File: src/rtl/s38584_pkg.sv
// Shared definitions for the s38584 lane-select encoder.
//   phase_t     : FSM state encoding, driven directly onto PHASE
//   LANE0..3    : 2-bit lane codes {hi,lo} carried on SEL
//   TMO_DEFAULT : default ACK-wait limit in cycles
//   lane_onehot : lane code -> one-hot grant vector
package s38584_pkg;

    typedef enum logic [2:0] {
        PH_IDLE = 3'b000,
        PH_ARB  = 3'b001,
        PH_SEND = 3'b011,
        PH_HOLD = 3'b111,
        PH_DONE = 3'b110
    } phase_t;

    localparam logic [1:0] LANE0 = 2'b00;
    localparam logic [1:0] LANE1 = 2'b01;
    localparam logic [1:0] LANE2 = 2'b10;
    localparam logic [1:0] LANE3 = 2'b11;

    localparam logic [3:0] TMO_DEFAULT = 4'd12;

    function automatic logic [3:0] lane_onehot(input logic [1:0] lane);
        lane_onehot = 4'b0001 << lane;
    endfunction

endpackage

File: src/rtl/s38584_sel_encoder_if.sv
// Request/grant bundle between a requester/receiver and the lane-select encoder.
//   EN    : enable; low freezes the encoder
//   REQ   : per-lane transfer requests (level)
//   ACK   : receiver acknowledge of the current lane code
//   SEL   : granted lane code
//   PHASE : encoded FSM state
//   VLD   : SEL/GNT valid for the receiver
//   GNT   : one-hot granted lane
//   ABORT : one-cycle pulse on ACK timeout
// master = requester/receiver side, slave = encoder side.
interface s38584_sel_encoder_if;
    logic       EN;
    logic [3:0] REQ;
    logic       ACK;
    logic [1:0] SEL;
    logic [2:0] PHASE;
    logic       VLD;
    logic [3:0] GNT;
    logic       ABORT;

    modport master (
        output EN, REQ, ACK,
        input  SEL, PHASE, VLD, GNT, ABORT
    );

    modport slave (
        input  EN, REQ, ACK,
        output SEL, PHASE, VLD, GNT, ABORT
    );
endinterface

File: src/rtl/s38584_rr_arb4.sv
// Combinational 4-lane rotating-priority search.
//   req        : request vector
//   last_grant : lane granted most recently; search starts at last_grant+1
//   winner     : first requesting lane in rotated order (don't-care if req==0)
module s38584_rr_arb4 (
    input  logic [3:0] req,
    input  logic [1:0] last_grant,
    output logic [1:0] winner
);
    logic [1:0] start;
    logic [7:0] req_dbl;
    logic [3:0] rot;
    logic [1:0] offset;

    // Doubling the vector lets a plain part-select perform the rotation:
    // rot[k] is the request of lane (start+k) mod 4.
    assign start   = last_grant + 2'd1;
    assign req_dbl = {req, req};
    assign rot     = req_dbl[start +: 4];

    always_comb begin
        offset = 2'd0;
        for (int k = 3; k >= 0; k--) begin
            if (rot[k]) offset = 2'(k);
        end
    end

    // Wraps naturally in 2 bits.
    assign winner = start + offset;
endmodule

File: src/rtl/s38584_sel_encoder.sv
// Round-robin lane-select encoder with ACK handshake and timeout.
//   CK  : clock, rising edge
//   RST : asynchronous active-high reset
//   bus : slave side of s38584_sel_encoder_if (EN/REQ/ACK in,
//         SEL/PHASE/VLD/GNT/ABORT out, all outputs registered)
// Flow: IDLE -> ARB (pick lane) -> SEND -> HOLD (wait ACK) -> DONE -> IDLE.
// A HOLD that sees no ACK for TMO cycles pulses ABORT and returns to IDLE
// without advancing the round-robin pointer, so the same lane wins again.
module s38584_sel_encoder
    import s38584_pkg::*;
#(
    parameter logic [3:0] TMO = TMO_DEFAULT
) (
    input  logic                  CK,
    input  logic                  RST,
    s38584_sel_encoder_if.slave   bus
);
    phase_t     state;
    logic [1:0] sel_r;
    logic [3:0] gnt_r;
    logic       vld_r;
    logic       abort_r;
    logic [3:0] wait_cnt;
    logic [1:0] last_grant;
    logic [1:0] winner;

    s38584_rr_arb4 u_arb (
        .req        (bus.REQ),
        .last_grant (last_grant),
        .winner     (winner)
    );

    always_ff @(posedge CK or posedge RST) begin
        if (RST) begin
            state      <= PH_IDLE;
            sel_r      <= LANE0;
            gnt_r      <= 4'b0000;
            vld_r      <= 1'b0;
            abort_r    <= 1'b0;
            wait_cnt   <= 4'd0;
            last_grant <= LANE3;
        end else if (!bus.EN) begin
            // Everything holds; only the ABORT pulse is forced low.
            abort_r <= 1'b0;
        end else begin
            abort_r <= 1'b0;
            case (state)
                PH_IDLE: begin
                    if (|bus.REQ) state <= PH_ARB;
                end
                PH_ARB: begin
                    if (|bus.REQ) begin
                        sel_r <= winner;
                        gnt_r <= lane_onehot(winner);
                        vld_r <= 1'b1;
                        state <= PH_SEND;
                    end else begin
                        state <= PH_IDLE;
                    end
                end
                PH_SEND: begin
                    wait_cnt <= 4'd0;
                    state    <= PH_HOLD;
                end
                PH_HOLD: begin
                    // ACK is checked first so it wins over a coincident timeout.
                    if (bus.ACK) begin
                        last_grant <= sel_r;
                        vld_r      <= 1'b0;
                        state      <= PH_DONE;
                    end else if (wait_cnt == TMO - 4'd1) begin
                        abort_r <= 1'b1;
                        vld_r   <= 1'b0;
                        state   <= PH_IDLE;
                    end else begin
                        wait_cnt <= wait_cnt + 4'd1;
                    end
                end
                PH_DONE: begin
                    state <= PH_IDLE;
                end
                default: begin
                    state <= PH_IDLE;
                    vld_r <= 1'b0;
                end
            endcase
        end
    end

    assign bus.PHASE = state;
    assign bus.SEL   = sel_r;
    assign bus.GNT   = gnt_r;
    assign bus.VLD   = vld_r;
    assign bus.ABORT = abort_r;
endmodule

File: src/flat_wrapper.sv
// flat-port wrapper written by rule: the top's interface ports become plain ports
module s38584_sel_encoder_flat import s38584_pkg::*;
#(
    parameter logic [3:0] TMO = TMO_DEFAULT
)
  (CK, RST, bus_EN, bus_REQ, bus_ACK, bus_SEL, bus_PHASE, bus_VLD, bus_GNT, bus_ABORT);
  s38584_sel_encoder_if bus_i ();
  input  logic CK;
  input  logic RST;
  input wire logic [$bits(bus_i.EN)-1:0] bus_EN;
  input wire logic [$bits(bus_i.REQ)-1:0] bus_REQ;
  input wire logic [$bits(bus_i.ACK)-1:0] bus_ACK;
  output wire logic [$bits(bus_i.SEL)-1:0] bus_SEL;
  output wire logic [$bits(bus_i.PHASE)-1:0] bus_PHASE;
  output wire logic [$bits(bus_i.VLD)-1:0] bus_VLD;
  output wire logic [$bits(bus_i.GNT)-1:0] bus_GNT;
  output wire logic [$bits(bus_i.ABORT)-1:0] bus_ABORT;
  assign bus_i.EN = bus_EN;
  assign bus_i.REQ = bus_REQ;
  assign bus_i.ACK = bus_ACK;
  assign bus_SEL = bus_i.SEL;
  assign bus_PHASE = bus_i.PHASE;
  assign bus_VLD = bus_i.VLD;
  assign bus_GNT = bus_i.GNT;
  assign bus_ABORT = bus_i.ABORT;
  s38584_sel_encoder #(.TMO(TMO)) u_core (.CK(CK), .RST(RST), .bus(bus_i));
endmodule
File: config.mk
export PLATFORM = sky130hd
export DESIGN_NAME = s38584_sel_encoder_flat
export DESIGN_NICKNAME = d
export VERILOG_FILES = /design/src/rtl/s38584_pkg.sv /design/src/rtl/s38584_sel_encoder_if.sv /design/src/rtl/s38584_rr_arb4.sv /design/src/rtl/s38584_sel_encoder.sv /design/src/flat_wrapper.sv
export SDC_FILE = /design/constraint.sdc
export NUM_CORES = 1
export LEC_CHECK = 0
export CORE_UTILIZATION = 35
export CTS_CLUSTER_DIAMETER = 80
export DETAILED_ROUTE_END_ITERATION = 16
export GPL_TIMING_DRIVEN = 0
export SYNTH_ARGS = -nofsm -noshare
export SYNTH_HDL_FRONTEND = slang
export SYNTH_SLANG_ARGS = --single-unit
File: constraint.sdc
create_clock -name CK -period 3.27 [get_ports CK]
set_input_delay 0.327 -clock CK [delete_from_list [all_inputs] [get_ports CK]]
set_output_delay 0.327 -clock CK [all_outputs]
set_load 0.01 [all_outputs]
==> qor.txt <==
Critical Path AT -> 2640 ps
asr flop ratio synth -> 100%
crit path time final -> 2480 ps
vias in the first global route -> 950
Clock Pin Slew Worst Setup and Hold Paths -> 100 ps
RSZ-0062 raised after global routing -> false
Max IR drop VDD -> 0.274 mV
top cell family by delay on the critical path -> simple AND/OR/NAND/NOR gates
Seq/Total Area, Yosys -> 40.7%
Starting Density -> 37.5%
failing checks -> DRC
period utilisation layout -> 75.7%
fmax -> 404 MHz
Synth cell types -> 34
largest buffer count on any clock path -> 2
Synth Flop Type -> dfrtp_1
H-tree depth -> 1
clk root buf -> clkbuf_4
global route overflow -> 0
worst slack at placement -> 516 ps
FF-to-FF End -> u_core.bus.GNT[1]
GRT met1 Usage -> 20.4%
final instance area -> 1280 um^2
Setup crit end kind -> flop
drt drc -> 2
initial DRC count -> 51
crit path launch type -> input pin
gpl congestion -> 0.816
Total GRT Usage -> 16.0%
mapped cell area -> 1050 um^2
Syn Inst Count -> 122
Final setup viols -> 0
Crit Path Class -> in2reg
Critical path buffers and inverters -> 1
n_diodes -> 0
first-pass GRT wire length -> 4.06 mm
Hold Violations, Final -> 0
number of max-cap violations -> 0
syn avg cell area -> 8.61 um^2
DRT Pass-1 Iters -> 10
number of synthesis warnings -> 0
total CTS buffers -> 3
fill cell count -> 273
IO buf count -> 16
met2 usage -> 26.2%
Worst path max stage delay -> 590 ps
Vias/cell -> 5.67
GR peak layer -> met2
power density over the cells -> 812 nW/um^2
worst reg-to-reg setup slack -> 840 ps
initial antenna violation count -> 0
Final Util -> 45.5%
number of synthesized flops with an enable pin -> 0
R2R cell count -> 8
PnR worst setup slack -> 795 ps
share of cells above drive strength 1 -> 10.6%
Slew Limit Fails -> 0
clock sink count -> 17
worst slew pin tran -> 647 ps
slew margin rel. -> 56.8%
CP cell instances -> clkdlybuf4s50_1 -> nor2_1 -> or4_2 -> o2111ai_1 -> ha_1 -> xnor2_1 -> xnor2_2 -> nor3_1 -> a221o_1
Core ar. -> 2810 um^2
run status -> finished with violations
syn nets -> 132
Worst-Skew Late Latency -> 280 ps
die height -> 56.8 um
# nets final -> 153
Final ANT Viol Nets -> 0
hold_ws -> 420 ps
slowest CP cell -> clkdlybuf4s50_1
CTS resizes -> 0
P&R area growth vs syn -> 21.4%
#FFs+latches synth -> 17
Via Count -> 981
crit path max fanout -> 6
most frequent cells in the layout -> nand2_1, clkdlybuf4s50_1, o21ai_0, dfrtp_1
DPL Wire Length -> 1.68 mm
met3 usage in global routing -> 2.30%
Post-CTS Setup Inserts -> 0
largest net degree at the start of global routing -> 18
Placed Area -> 1250 um^2
Avg WL per Cell -> 12.9 um
CTS tree -> built
worst min-delay path class -> in2async
DRT Wirelength -> 2.23 mm
Die ar. -> 3230 um^2
RR Startpoint -> u_core.last_grant[0]
Worst Skew -> 3.05 ps
Die X-Extent -> 56.8 um
I/O pin total -> 19
WP data required -> 3440 ps
Leakage -> 0.000526 uW
hold buffers post-CTS -> 0
sum of negative setup slack -> 0 ps
Rows -> 19
-- routing by layer --
| metal | part of all wire (%) | up-vias |
|---|---|---|
| li1 | - | 494 |
| met3 | 3.6 | 2 |
| met4 | 0.72 | 0 |
| met5 | 0 | - |
| met2 | 49 | 20 |
| met1 | 47 | 465 |
-- power by group --
group / internal, uW / switching (uW)
Sequential: 295 / 65.6
Clock: 47.3 / 62.9
Combinational: 261 / 303
-- through the flow --
step	cells	power [uW]
after floorplan	122	732
after global placement	169	920
after detailed placement	169	927
after CTS	173	1040
after global routing	173	1130
final	173	1040
-- final cells by class --
| class | count | area [um^2] | area share (%) |
|---|---|---|---|
| multi-input combinational | 92 | 563 | 44.1 |
| inverter | 7 | 26.3 | 2.06 |
| buffer | 6 | 33.8 | 2.65 |
| timing repair buffer | 16 | 160 | 12.5 |
| clock buffer | 4 | 26.3 | 2.06 |
| sequential | 17 | 428 | 33.5 |
| tap | 31 | 38.8 | 3.04 |
-- worst reg2reg max path, cell delays in order (launching register included) --
cell       delay, ps
dfstp_2          370
buf_2            180
or4_2            680
o2111ai_1        110
ha_1             190
xnor2_1           90
xnor2_2          260
nor3_1           100
a221o_1          330
-- cell families after synthesis --
| family | count (synthesis) | share of synthesized area [%] |
|---|---|---|
| buffers and inverters | 13 | 5.71 |
| muxes | 2 | 2.02 |
| AOI/OAI and AO/OA | 42 | 26.0 |
| adders and majority gates | 2 | 2.38 |
| xor gates and xnor gates | 2 | 2.38 |
| DFF | 17 | 40.7 |
| and+or+nand+nor | 44 | 20.8 |
-- state kept, by name, summed over array words and instances, names as in the netlist --
signal,flops
u_core.bus.GNT,4
u_core.wait_cnt,4
u_core.bus.PHASE,3
u_core.bus.SEL,2
u_core.last_grant,2
u_core.bus.ABORT,1
u_core.bus.VLD,1
-- cell usage after synthesis, drive strengths merged, types with 2 or more instances --
cell type | instances | area share [%]
clkbuf | 2 | 0.71
xnor2 | 2 | 2.4
a221o | 4 | 3.8
dfstp | 2 | 5.0
nor2 | 7 | 2.5
nand3 | 4 | 1.9
buf | 4 | 2.5
dfrtp | 15 | 36
o21ai | 15 | 7.1
nor3 | 9 | 4.3
a21o | 2 | 1.5
ha | 2 | 2.4
inv | 7 | 2.5
a21oi | 9 | 4.3
nand2 | 16 | 5.7
nand4 | 2 | 1.8
o211ai | 6 | 4.3
o2111ai | 2 | 1.7
-- worst max-delay path by stage --
stage               slack, ps                 to            startpoint  depth (start not counted)
floorplan                1000  u_core.bus.GNT[0]  u_core.last_grant[0]                          8
global placement          540  u_core.bus.GNT[3]            bus_REQ[0]                          9
detailed placement        520  u_core.bus.GNT[1]            bus_REQ[2]                          9
CTS                       800  u_core.bus.GNT[1]            bus_REQ[2]                          9
global route              690  u_core.bus.GNT[0]            bus_REQ[2]                          9
finish                    790  u_core.bus.GNT[1]            bus_REQ[2]                          9
Power figures use the tool's default switching activity.
